<file path="src/rtl/prog_loader_if.sv">
// prog_loader_if: host-side byte stream, start and status plus loader-side imem write port
interface prog_loader_if #(parameter int ADDR_W = 6) ();
  logic              start;
  logic              in_valid;
  logic              in_ready;
  logic [7:0]        in_data;
  logic              imem_we;
  logic [ADDR_W-1:0] imem_addr;
  logic [31:0]       imem_wdata;
  logic              cpu_rst_n;
  logic              busy;
  logic              done;
  logic              error;
  modport master (
    output start, in_valid, in_data,
    input  in_ready, imem_we, imem_addr, imem_wdata, cpu_rst_n, busy, done, error
  );
  modport slave (
    input  start, in_valid, in_data,
    output in_ready, imem_we, imem_addr, imem_wdata, cpu_rst_n, busy, done, error
  );
endinterface

</file>
<file path="src/rtl/prog_loader.sv">
// prog_loader: streams count+words+xor checksum into imem, then releases cpu; ports CLK, RST (sync active-low), bus (prog_loader_if.slave)
module prog_loader #(
  parameter int ADDR_W  = 6,
  parameter int TIMEOUT = 50000
) (
  input logic        CLK,
  input logic        RST,
  prog_loader_if.slave bus
);
  typedef enum logic [2:0] {IDLE, COUNT, DATA, CHECK, DONE, ERR} state_t;
  localparam logic [31:0] DEPTH = 32'(1) << ADDR_W;
  state_t            state_q, state_d;
  logic [ADDR_W:0]   widx_q;
  logic [1:0]        bidx_q;
  logic [7:0]        n_q, csum_q;
  logic [23:0]       word_q;
  logic [31:0]       timer_q;
  logic              in_ready_q, busy_q, done_q, error_q, cpu_rst_n_q, imem_we_q;
  logic [ADDR_W-1:0] imem_addr_q;
  logic [31:0]       imem_wdata_q;
  logic              acc, last, tmo, busy_d;
  always_comb begin
    acc     = bus.in_valid && in_ready_q;
    last    = 32'(widx_q) + 32'd1 == 32'(n_q);
    tmo     = !acc && timer_q == 32'(TIMEOUT - 1);
    state_d = state_q;
    case (state_q)
      IDLE, DONE, ERR: state_d = bus.start ? COUNT : state_q;
      COUNT: state_d = tmo ? ERR : !acc ? COUNT : bus.in_data == 8'd0 ? CHECK :
                       32'(bus.in_data) > DEPTH ? ERR : DATA;
      DATA:  state_d = tmo ? ERR : acc && bidx_q == 2'd3 && last ? CHECK : DATA;
      CHECK: state_d = tmo ? ERR : !acc ? CHECK : bus.in_data == csum_q ? DONE : ERR;
      default: state_d = IDLE;
    endcase
    busy_d = state_d == COUNT || state_d == DATA || state_d == CHECK;
  end
  always_ff @(posedge CLK) begin
    if (!RST) begin
      state_q      <= IDLE;
      in_ready_q   <= 1'b0;
      busy_q       <= 1'b0;
      done_q       <= 1'b0;
      error_q      <= 1'b0;
      cpu_rst_n_q  <= 1'b0;
      imem_we_q    <= 1'b0;
      imem_addr_q  <= '0;
      imem_wdata_q <= '0;
      widx_q       <= '0;
      bidx_q       <= '0;
      n_q          <= '0;
      csum_q       <= '0;
      word_q       <= '0;
      timer_q      <= '0;
    end else begin
      state_q     <= state_d;
      in_ready_q  <= busy_d;
      busy_q      <= busy_d;
      done_q      <= state_d == DONE;
      cpu_rst_n_q <= state_d == DONE;
      error_q     <= state_d == ERR;
      imem_we_q   <= 1'b0;
      if (state_d == COUNT && state_q != COUNT) begin
        widx_q  <= '0;
        bidx_q  <= '0;
        csum_q  <= '0;
        timer_q <= '0;
      end else if (busy_q) begin
        timer_q <= acc ? '0 : timer_q + 32'd1;
        if (acc) begin
          csum_q <= csum_q ^ bus.in_data;
          if (state_q == COUNT) n_q <= bus.in_data;
          if (state_q == DATA) begin
            word_q <= {word_q[15:0], bus.in_data};
            bidx_q <= bidx_q + 2'd1;
            if (bidx_q == 2'd3) begin
              imem_we_q    <= 1'b1;
              imem_addr_q  <= widx_q[ADDR_W-1:0];
              imem_wdata_q <= {word_q, bus.in_data};
              widx_q       <= widx_q + 1'b1;
            end
          end
        end
      end
    end
  end
  assign bus.in_ready   = in_ready_q;
  assign bus.busy       = busy_q;
  assign bus.done       = done_q;
  assign bus.error      = error_q;
  assign bus.cpu_rst_n  = cpu_rst_n_q;
  assign bus.imem_we    = imem_we_q;
  assign bus.imem_addr  = imem_addr_q;
  assign bus.imem_wdata = imem_wdata_q;
endmodule

</file>
<file path="src/flat_wrapper.sv">
// flat-port wrapper written by rule: the top's interface ports become plain ports
module prog_loader_flat 
#(
  parameter int ADDR_W  = 6,
  parameter int TIMEOUT = 50000
)
  (CLK, RST, bus_start, bus_in_valid, bus_in_data, bus_in_ready, bus_imem_we, bus_imem_addr, bus_imem_wdata, bus_cpu_rst_n, bus_busy, bus_done, bus_error);
  prog_loader_if #(.ADDR_W(ADDR_W)) bus_i ();
  input logic CLK;
  input logic RST;
  input wire logic [$bits(bus_i.start)-1:0] bus_start;
  input wire logic [$bits(bus_i.in_valid)-1:0] bus_in_valid;
  input wire logic [$bits(bus_i.in_data)-1:0] bus_in_data;
  output wire logic [$bits(bus_i.in_ready)-1:0] bus_in_ready;
  output wire logic [$bits(bus_i.imem_we)-1:0] bus_imem_we;
  output wire logic [$bits(bus_i.imem_addr)-1:0] bus_imem_addr;
  output wire logic [$bits(bus_i.imem_wdata)-1:0] bus_imem_wdata;
  output wire logic [$bits(bus_i.cpu_rst_n)-1:0] bus_cpu_rst_n;
  output wire logic [$bits(bus_i.busy)-1:0] bus_busy;
  output wire logic [$bits(bus_i.done)-1:0] bus_done;
  output wire logic [$bits(bus_i.error)-1:0] bus_error;
  assign bus_i.start = bus_start;
  assign bus_i.in_valid = bus_in_valid;
  assign bus_i.in_data = bus_in_data;
  assign bus_in_ready = bus_i.in_ready;
  assign bus_imem_we = bus_i.imem_we;
  assign bus_imem_addr = bus_i.imem_addr;
  assign bus_imem_wdata = bus_i.imem_wdata;
  assign bus_cpu_rst_n = bus_i.cpu_rst_n;
  assign bus_busy = bus_i.busy;
  assign bus_done = bus_i.done;
  assign bus_error = bus_i.error;
  prog_loader #(.ADDR_W(ADDR_W), .TIMEOUT(TIMEOUT)) u_core (.CLK(CLK), .RST(RST), .bus(bus_i));
endmodule
</file>
<file path="config.mk">
export PLATFORM = sky130hd
export DESIGN_NAME = prog_loader_flat
export DESIGN_NICKNAME = d
export VERILOG_FILES = /design/src/rtl/prog_loader_if.sv /design/src/rtl/prog_loader.sv /design/src/flat_wrapper.sv
export SDC_FILE = /design/constraint.sdc
export NUM_CORES = 1
export LEC_CHECK = 0
export BUFFER_PORTS_ARGS = -buffer_cell sky130_fd_sc_hd__buf_2
export CORE_MARGIN = 1.5
export CORE_UTILIZATION = 63
export DETAILED_ROUTE_END_ITERATION = 10
export PLACE_DENSITY = 0.86
export SLEW_MARGIN = 40
export SYNTH_ARGS = -nofsm -noshare
export SYNTH_HDL_FRONTEND = slang
export SYNTH_SLANG_ARGS = --single-unit
export TNS_END_PERCENT = 10
</file>
<file path="constraint.sdc">
create_clock -name CLK -period 5.86 [get_ports CLK]
set_clock_uncertainty 0.1 [all_clocks]
set_input_delay 0.293 -clock CLK [delete_from_list [all_inputs] [get_ports CLK]]
set_output_delay 0.293 -clock CLK [all_outputs]
set_load 0.01 [all_outputs]
</file>
==> impl_metrics.env, run 1 <==
export IMPL_die_area_um2=9530
export IMPL_grt_use_met3_pct=7.842
export IMPL_maxCapViolations=0
export IMPL_synth_cells=665
export IMPL_cts_resized=0
export IMPL_reg2reg_depth=9
export IMPL_ios=56
export IMPL_cts_tree="done"
export IMPL_cts_setup_buffers=0
export IMPL_power_mw=1.947
export IMPL_synth_most_common_cell="nand2_1"
export IMPL_dieHeight_um=97.62
export IMPL_r2r_start="u_core.state_q[1]"
export IMPL_wl_um=13250
export IMPL_min_path_type="in -> reg"
export IMPL_grt_busiest_layer="met2"
export IMPL_synth_top_area_share_pct=44.72
export IMPL_synth_edf_count=0
export IMPL_grt_ovfl_total=0
export IMPL_synthesis_yosys_warnings=0
export IMPL_drt_iter0_drc=364
export IMPL_grt_util_met1_pct=35.03
export IMPL_syn_cell_area_um2=5640
export IMPL_maxSlewHeadroom_pct=48.93
export IMPL_drc=0
export IMPL_synthesis_nets=680
export IMPL_worstReg2RegEnd="u_core.timer_q[9]"
export IMPL_synthSimpleGateAreaFrac_pct=27.02
export IMPL_cts_root_buf="clkbuf_8"
export IMPL_grt_use_total_pct=29.00
export IMPL_tns_ns=0
export IMPL_synth_top_family_by_area="simple AND/OR/NAND/NOR gates"
export IMPL_area_delta_synth_final_pct=14.20
export IMPL_synthAdderAreaFrac_pct=0.6655
export IMPL_htree_levels=4
export IMPL_hold_ws_ns=0.005507
export IMPL_clkLatencyLatePin_ns=0.53
export IMPL_postCtsHoldBufs=0
export IMPL_peakVddDrop_uv=188.0
export IMPL_p_leak_nw=2.315
export IMPL_yosys_register_bits=126
export IMPL_portBuffers=55
export IMPL_fin_crit_ns=3.669
export IMPL_met2_usage_pct=48.08
export IMPL_die_w_um=97.62
export IMPL_vias=4807
export IMPL_coreArea_um2=8678
export IMPL_period_share_pct=62.62
export IMPL_slew_viol_final=0
export IMPL_synth_top_cells_by_area="dfxtp_1 (45%), nand2_1 (12%), a21boi_0 (8.3%)"
export IMPL_diodes=0
export IMPL_antenna_found_initial=0
export IMPL_max_freq_mhz=272.5
export IMPL_grt_pass1_vias=4759
export IMPL_worstPathArrival_ns=3.95
export IMPL_synth_top_flop_cell="dfxtp_1"
export IMPL_ant_nets=0
export IMPL_place_gp_congestion=0.8384
export IMPL_drive_above_1_share_pct=14.89
export IMPL_worst_pin_slew_ns=0.7660
export IMPL_wl_per_cell_um=16.16
export IMPL_drt_pre_antenna_iters=9
export IMPL_path_max_fanout=46
export IMPL_start_util_pct=64.99
export IMPL_clkTransAtPathRegs_ns=0.06
export IMPL_hold_depth=3
export IMPL_async_flop_share_pct=0
export IMPL_nets=714
export IMPL_fillers=634
export IMPL_synth_mux_area_share_pct=2.484
export IMPL_clockBufferDepth=2
export IMPL_synth_common_cells="nand2_1 (175), dfxtp_1 (126), a21boi_0 (62), clkbuf_1 (35), nor3_1 (33)"
export IMPL_cts_buffers=17
export IMPL_rsz0062_at_grt="false"
export IMPL_fp_row_count=34
export IMPL_hold_end="u_core.word_q[2]"
export IMPL_status="finished clean"
export IMPL_worstHoldStart="bus_in_data[2]"
export IMPL_synth_compound_area_share_pct=11.49
export IMPL_yosysSeqAreaShare_pct=44.72
export IMPL_end_kind="register"
export IMPL_ys_types=48
export IMPL_place_detailed_hpwl_um=8008
export IMPL_yosysTopAreaCell="dfxtp_1"
export IMPL_powerDensity_nw_per_um2=302.3
export IMPL_grt_pass1_wl_um=22430
export IMPL_setup_violations=0
export IMPL_viasPerCell=5.862
export IMPL_grt_max_degree=97
export IMPL_hold_viol=0
export IMPL_required_ns=6.14
export IMPL_worstSetupStartpointType="register"
export IMPL_syn_area_per_cell_um2=8.482
export IMPL_critPathKind="reg -> reg"
export IMPL_rrSetupSlack_ns=2.19
export IMPL_cts_sinks=126
export IMPL_synth_xor_area_share_pct=9.317
-- layout make-up --
cell class	count	area (um2)	area share (%)
clock buffer	18	427.9	6.643
clock inverter	14	132.6	2.059
inverter	6	22.52	0.3497
multi-input combinational	487	2880	44.72
sequential	126	2522	39.16
tap	108	135.1	2.098
timing repair buffer	61	320.3	4.973
-- cell usage in the layout (no fill, tap or decap), drive strengths merged, types with 2 or more instances in the layout --
cell type	count
and2	4
ha	3
nor3	35
nand2	175
nor2b	9
nor4	4
nor3b	7
nand3b	2
and4	4
xnor2	28
nand3	20
clkbuf	18
nor4b	3
clkinvlp	3
buf	61
or4	3
o211ai	2
a41oi	2
nand4	14
nand2b	4
a21boi	62
xor2	32
clkinv	5
o21ai	6
dfxtp	126
nor2	30
and3	6
inv	11
a21oi	5
mux2i	14
-- cells by family after synthesis --
family	Yosys count
mux	14
compound gates	85
simple gates	325
buf+inv	52
xor+xnor	60
flops	126
fa+ha+maj	3
-- stage by stage --
step           instance area, um2  util, %  cells  setup WS (ns)
2_1_floorplan                5640        -    665          3.426
3_3_place_gp                 5876    67.70    788          2.397
3_5_place_dp                 5881    67.76    788          2.291
4_1_cts                      6441    74.22    820          2.224
5_1_grt                      6441    74.22    820          1.935
6_report                     6441    74.22    820          2.191
-- state kept, by name, indices dropped and copies added, names as in the netlist --
name / flops
u_core.n_q: 8
u_core.bus.imem_we: 1
u_core.bus.in_ready: 1
u_core.bus.imem_wdata: 32
u_core.state_q: 3
u_core.timer_q: 32
u_core.bus.imem_addr: 6
u_core.csum_q: 8
u_core.word_q: 24
u_core.bus.error: 1
u_core.widx_q: 7
u_core.bidx_q: 2
u_core.bus.done: 1
-- how the worst max path moves through the flow --
stage	slack, ns	start	end	cells past startpoint
floorplan	3.43	u_core.timer_q[0]	u_core.timer_q[0]	9
global placement	2.40	u_core.state_q[1]	u_core.timer_q[28]	9
detailed placement	2.29	u_core.state_q[1]	u_core.timer_q[28]	9
CTS	2.22	u_core.state_q[1]	u_core.timer_q[28]	9
global route	1.93	u_core.state_q[1]	u_core.timer_q[23]	9
finish	2.19	u_core.state_q[1]	u_core.timer_q[9]	9
-- critical path, cell delays in order, from the launching register on --
cell,delay [ns]
dfxtp_1,0.53
or3b_1,0.48
nor2_4,0.12
buf_4,0.42
nand4_1,0.17
a41oi_1,0.22
a41oi_2,0.23
a211oi_4,0.65
buf_4,0.47
nor3_1,0.12
-- per-layer routing --
layer  part of all wire [%]  up-vias
li1                       -     2300
met1                     42     2325
met2                     50      150
met3                    6.0       32
met4                    2.2        0
met5                      0        -
-- power breakdown --
part           switching (mW)  leakage (nW)  internal (mW)  total, mW
Clock                   0.406         0.269          0.580      0.985
Sequential            0.00668          1.02          0.862      0.869
Combinational          0.0613          1.03         0.0319     0.0932
Note: power is estimated with default switching activity, not from simulation.
==> run 2, diff against run 1 <==
Settings changed: ABC_AREA from default to 1, CORE_UTILIZATION 63 to 54, PLACE_DENSITY 0.86 to 0.78.
Clock period 5.86 ns to 3 ns, I/O delays scaled along.
==> run 2 against run 1 <==
  * Critical path depth is 3 higher
  * Wire length is 9.1% higher
  * First-iteration DRC count is 21% higher
  * Register-to-register slack worse by 1.7 ns
  * Die area is 26% higher
  * Total power is 110% higher
  * Combinational power grew to 2.8 times the previous value
  * Maximum frequency is 44% higher
  * Worst setup slack worse by 1.7 ns
  * Synthesized cell count is 34% higher
  * Clock-buffer cell count stayed put
  * Critical path type unchanged
==> impl_metrics.env, run 2 <==
export IMPL_powerDensity_nw_per_um2=568.2
export IMPL_cts_setup_buffers=0
export IMPL_grt_max_degree=66
export IMPL_die_area_um2=12020
export IMPL_peakVddDrop_uv=488.5
export IMPL_setup_violations=0
export IMPL_crit_start="u_core.timer_q[0]"
export IMPL_drive_above_1_share_pct=12.50
export IMPL_dp_cells=1046
export IMPL_period_share_pct=85.00
export IMPL_syn_area_per_cell_um2=6.891
export IMPL_tns_ns=0
export IMPL_synth_most_common_cell="nor2_1"
export IMPL_worstPathArrival_ns=2.73
export IMPL_p_leak_nw=2.840
export IMPL_coreArea_um2=10980
export IMPL_maxSlewHeadroom_pct=51.03
export IMPL_ys_types=37
export IMPL_yosys_register_bits=126
export IMPL_synth_edf_count=0
export IMPL_max_freq_mhz=392.2
export IMPL_drt_pre_antenna_iters=5
export IMPL_layout_common_cells="nor2_1 (165), nand2_1 (164), dfxtp_1 (126)"
export IMPL_yosysTopAreaCell="dfxtp_1"
export IMPL_min_path_type="in -> reg"
export IMPL_synth_top_cells_by_area="dfxtp_1 (41%), nor2_1 (10%), nand2_1 (10%)"
export IMPL_cts_buffers=17
export IMPL_crit_end="u_core.timer_q[22]"
export IMPL_nets=946
export IMPL_fin_crit_ns=2.550
export IMPL_place_detailed_hpwl_um=9875
export IMPL_worstSetupStartpointType="register"
export IMPL_drt_iter0_drc=442
export IMPL_hold_ws_ns=0.03206
export IMPL_start_util_pct=55.90
export IMPL_wl_um=14460
export IMPL_r2r_start="u_core.timer_q[0]"
export IMPL_end_kind="register"
export IMPL_cts_root_buf="clkbuf_16"
export IMPL_area_delta_synth_final_pct=14.77
export IMPL_grt_pass1_wl_um=23600
export IMPL_final_common_cell="nor2_1"
export IMPL_maxCapViolations=0
export IMPL_grt_pass1_vias=4916
export IMPL_worstReg2RegEnd="u_core.timer_q[22]"
export IMPL_synth_top_area_share_pct=41.08
export IMPL_rrSetupSlack_ns=0.45
export IMPL_synthesis_yosys_warnings=0
export IMPL_dpl_worst_slack_ns=0.4584
export IMPL_path_max_fanout=50
export IMPL_worstHoldStart="bus_in_data[1]"
export IMPL_cts_resized=0
export IMPL_status="finished clean"
export IMPL_critPathKind="reg -> reg"
export IMPL_synthesis_nets=906
export IMPL_fp_row_count=38
export IMPL_portBuffers=55
export IMPL_htree_levels=4
export IMPL_antenna_found_initial=0
export IMPL_cts_sinks=126
export IMPL_dieHeight_um=109.6
export IMPL_slew_viol_final=0
export IMPL_viasPerCell=5.209
export IMPL_clkTransAtPathRegs_ns=0.06
export IMPL_finalNonFillerCells=1084
export IMPL_syn_cell_area_um2=6140
export IMPL_seqCellArea_um2=2522
export IMPL_reg2reg_depth=12
export IMPL_ant_nets=0
export IMPL_grt_ovfl_total=0
export IMPL_clockBufferDepth=2
export IMPL_synth_cells=891
export IMPL_clkLatencyLatePin_ns=0.42
export IMPL_worst_pin_slew_ns=0.7337
export IMPL_grt_use_total_pct=25.45
export IMPL_multiInputGateArea_um2=2993
export IMPL_place_gp_congestion=0.9348
export IMPL_yosysSeqAreaShare_pct=41.08
export IMPL_required_ns=3.18
export IMPL_setup_slack_ns=0.4501
export IMPL_rsz0062_at_grt="false"
export IMPL_async_flop_share_pct=0
export IMPL_fillers=970
export IMPL_drc=0
export IMPL_synth_top_flop_cell="dfxtp_1"
export IMPL_ios=56
export IMPL_postCtsHoldBufs=6
export IMPL_cts_tree="done"
export IMPL_hold_viol=0
export IMPL_fin_util_pct=64.16
export IMPL_diodes=0
export IMPL_vias=5647
export IMPL_synth_common_cells="nor2_1 (165), nand2_1 (164), dfxtp_1 (126), inv_1 (99), o21ai_0 (66)"
export IMPL_wl_per_cell_um=13.34
export IMPL_die_w_um=109.6
[run 2: cell count changes after synthesis, moves of 12 or more]
cell / delta
xnor2_1: -20
o21ai_0: +60
inv_1: +93
a211oi_1: +21
a21oi_1: +51
a21boi_0: -62
nor2_2: +12
xor2_1: -18
nand3_1: +16
nor2_1: +136
[run 2: final cells by class]
type                            instances  share of cell area [%]
Sequential cell                       126                   35.80
Timing Repair Buffer                   66                   5.469
Inverter                              102                   5.433
Clock buffer                           18                   6.090
Clock inverter                         14                   2.255
Tap cell                              140                   2.486
Multi-Input combinational cell        618                   42.47
[run 2: worst min-delay path by stage]
stage / endpoint / slack (ns) / cells after the start
finish: u_core.bus.imem_wdata[1] / 0.03 / 3
detailed placement: u_core.word_q[19] / 0.35 / 2
floorplan: u_core.n_q[5] / 0.18 / 2
global route: u_core.n_q[1] / 0.03 / 3
global placement: u_core.word_q[18] / 0.34 / 2
CTS: u_core.bus.imem_wdata[1] / 0.02 / 3
[run 2: critical path, cell delays in order (launching register included)]
cell and delay, ns:
dfxtp_1 0.45, ha_1 0.29, inv_1 0.12, nor2_4 0.20, nand3_1 0.09, nor2_1 0.13, nand4_1 0.14, clkinv_1 0.09
nor2_2 0.05, nand2_2 0.08, nand3_2 0.10, nand2_4 0.47, nor2_1 0.10
[run 2: kinds of logic after synthesis]
logic type	count (synthesis)	synth area share, %
DFF	126	41.08
and+or+nand+nor	433	30.20
adders and majority gates	3	0.6114
buffers and inverters	147	10.17
AOI/OAI and AO/OA	157	14.31
muxes	3	0.4891
xor gates and xnor gates	22	3.138
[run 2: through the flow]
stage | power [mW] | instance area, um2
after floorplan | 1.957 | 6140
after global placement | 1.997 | 6399
after detailed placement | 2.001 | 6399
after CTS | 4.022 | 7047
after global routing | 4.136 | 7047
final | 4.004 | 7047
[run 2: report_power, final]
part           switching (mW)  internal, mW  leakage [nW]
Sequential             0.0162          1.70          1.02
Clock                   0.792          1.24         0.287
Combinational           0.192        0.0712          1.54
Total                    1.00          3.00          2.84
[run 2: per-layer routing]
metal,track usage [%],routed length [um]
met3,5.987,902
met5,0,0
met4,9.833,254
met1,37.42,7168
met2,35.71,6132
==> run 3, diff against run 2 <==
Settings changed: CORE_UTILIZATION 54 to 59, PLACE_DENSITY 0.78 to 0.81.
Clock period 3 ns to 2.5 ns, I/O delays scaled along.
==> run 3 against run 2 <==
  * Wire length grew 3.7%
  * Non-clock buffer count rose by 12
  * Worst setup slack worse by 0.27 ns
  * Final cell count up 0.74%
  * Register-to-register slack worse by 0.27 ns
  * Critical path type unchanged
  * Highest routed layer unchanged
==> impl_metrics.env, run 3 (synthesis results as in run 2) <==
export IMPL_maxCapViolations=0
export IMPL_worstPathArrival_ns=2.62
export IMPL_power_mw=4.785
export IMPL_status="finished clean"
export IMPL_period_share_pct=92.79
export IMPL_vias=5816
export IMPL_maxSlewHeadroom_pct=49.33
export IMPL_ios=56
export IMPL_grt_max_degree=53
export IMPL_drive_above_1_share_pct=13.39
export IMPL_viasPerCell=5.326
export IMPL_crit_path_top_delay_cell="dfxtp_1"
export IMPL_grt_use_met3_pct=4.866
export IMPL_drt_pre_antenna_iters=5
export IMPL_fp_row_count=37
export IMPL_start_util_pct=60.01
export IMPL_path_max_fanout=14
export IMPL_max_freq_mhz=431.1
export IMPL_die_w_um=105.0
export IMPL_end_kind="register"
export IMPL_dpl_worst_slack_ns=0.2155
export IMPL_setup_violations=0
export IMPL_grt_util_met1_pct=35.39
export IMPL_crit_path_max_incr_delay_ns=0.43
export IMPL_p_leak_nw=2.887
export IMPL_drc=0
export IMPL_crit_chain="ha_1, inv_1, nor2_4, nand3_1, nor2_1, nand4_1, clkinv_1, nor2_2, nand2_2, nand3_2, nand2_4, buf_4, nor2_1"
export IMPL_crit_buf_inv=3
export IMPL_coreArea_um2=10230
export IMPL_worst_pin_slew_ns=0.7554
export IMPL_peakVddDrop_uv=413.0
export IMPL_cts_buffers=17
export IMPL_place_gp_congestion=0.9669
export IMPL_layout_common_cells="nor2_1 (165), nand2_1 (164), dfxtp_1 (126)"
export IMPL_worstSetupStartpointType="register"
export IMPL_die_area_um2=11030
export IMPL_clockBufferDepth=2
export IMPL_required_ns=2.80
export IMPL_grt_use_total_pct=28.47
export IMPL_wl_um=14990
export IMPL_crit_family="simple AND/OR/NAND/NOR gates"
export IMPL_post_dp_cell_area_um2=6466
export IMPL_grt_pass1_wl_um=25180
export IMPL_min_path_type="in -> reg"
export IMPL_cts_sinks=126
export IMPL_cp_common_cell="nor2_1"
export IMPL_diodes=0
export IMPL_hold_viol=0
export IMPL_drt_iter0_drc=423
export IMPL_cts_tree="done"
export IMPL_antenna_found_initial=0
export IMPL_fin_crit_ns=2.320
export IMPL_rsz0062_at_grt="false"
export IMPL_area_delta_synth_final_pct=16.34
export IMPL_fillers=866
export IMPL_cts_root_buf="clkbuf_8"
export IMPL_grt_pass1_vias=5365
export IMPL_wl_per_cell_um=13.73
export IMPL_portBuffers=55
export IMPL_final_common_cell="nor2_1"
export IMPL_powerDensity_nw_per_um2=669.9
export IMPL_ant_nets=0
export IMPL_dieHeight_um=105.0
export IMPL_tns_ns=0
export IMPL_critPathKind="reg -> reg"
export IMPL_cts_setup_buffers=0
export IMPL_clkTransAtPathRegs_ns=0.06
export IMPL_grt_ovfl_total=0
export IMPL_met2_usage_pct=48.74
export IMPL_slew_viol_final=0
export IMPL_final_cell_area_um2=7143
export IMPL_place_detailed_hpwl_um=10200
export IMPL_htree_levels=4
export IMPL_setup_slack_ns=0.1801
export IMPL_grt_busiest_layer="met2"
export IMPL_nets=958
export IMPL_hold_ws_ns=0.1074
export IMPL_clkLatencyLatePin_ns=0.52
run 3: cell types whose count changed in the layout (fill, tap and decap cells not counted), moves of 2 or more:
| cell | before | now |
|---|---|---|
| inv_8 | 1 | 4 |
| clkinv_2 | 2 | 0 |
| clkinv_4 | 5 | 1 |
| buf_4 | 4 | 11 |
| dlygate4sd3_1 | 6 | 10 |
| inv_6 | 3 | 7 |
run 3: per-stage QoR:
stage / cells / utilization [%]
finish: 1092 / 69.82
floorplan: 891 / -
CTS: 1092 / 69.79
global route: 1092 / 69.82
detailed placement: 1050 / 63.20
global placement: 1050 / 63.20
run 3: what timing repair did:
| item | in CTS | in global routing |
|---|---|---|
| endpoints found under the hold margin | 28 | 0 |
| resized for setup | 0 | 1 |
| endpoints found under the setup margin | 0 | 9 |
| hold buffers | 10 | 0 |
run 3: power by group:
part	internal, mW	leakage (nW)	switching [mW]	total, mW
clock	1.37	0.279	1.02	2.39
sequential	2.03	1.02	0.0189	2.05
combinational	0.108	1.59	0.236	0.344
total	3.51	2.89	1.28	4.79
run 3: worst register-to-register path: stages, from the launching register on:
cell and delay [ns]:
dfxtp_1 0.43, ha_1 0.26, inv_1 0.11, nor2_4 0.18
nand3_1 0.09, nor2_1 0.12, nand4_1 0.12, clkinv_1 0.09
nor2_2 0.05, nand2_2 0.08, nand3_2 0.09, nand2_4 0.17
buf_4 0.24, nor2_1 0.07
run 3: worst paths after layout:
kind,startpoint,to,slack (ns),depth (start not counted)
max,u_core.timer_q[0],u_core.widx_q[1],0.18,13
min,RST,u_core.n_q[3],0.11,4
max reg2reg,u_core.timer_q[0],u_core.widx_q[1],0.18,13
min reg2reg,u_core.word_q[18],u_core.word_q[18],0.36,2
run 3: metal layers:
metal	share of wire, %	up-vias	routed length (um)
met5	0	-	0
li1	-	2982	-
met3	5.6	32	843
met1	43	2612	6442
met4	2.3	0	340
met2	49	190	7363
run 3: cell type report:
type	count	area (um2)	share of cell area [%]
inverter	102	382.9	5.360
multi-input combinational	618	2995	41.93
clock inverter	15	160.2	2.242
tap	136	170.2	2.382
timing repair buffer	78	498.0	6.971
sequential	126	2522	35.31
clock buffer	17	414.1	5.798
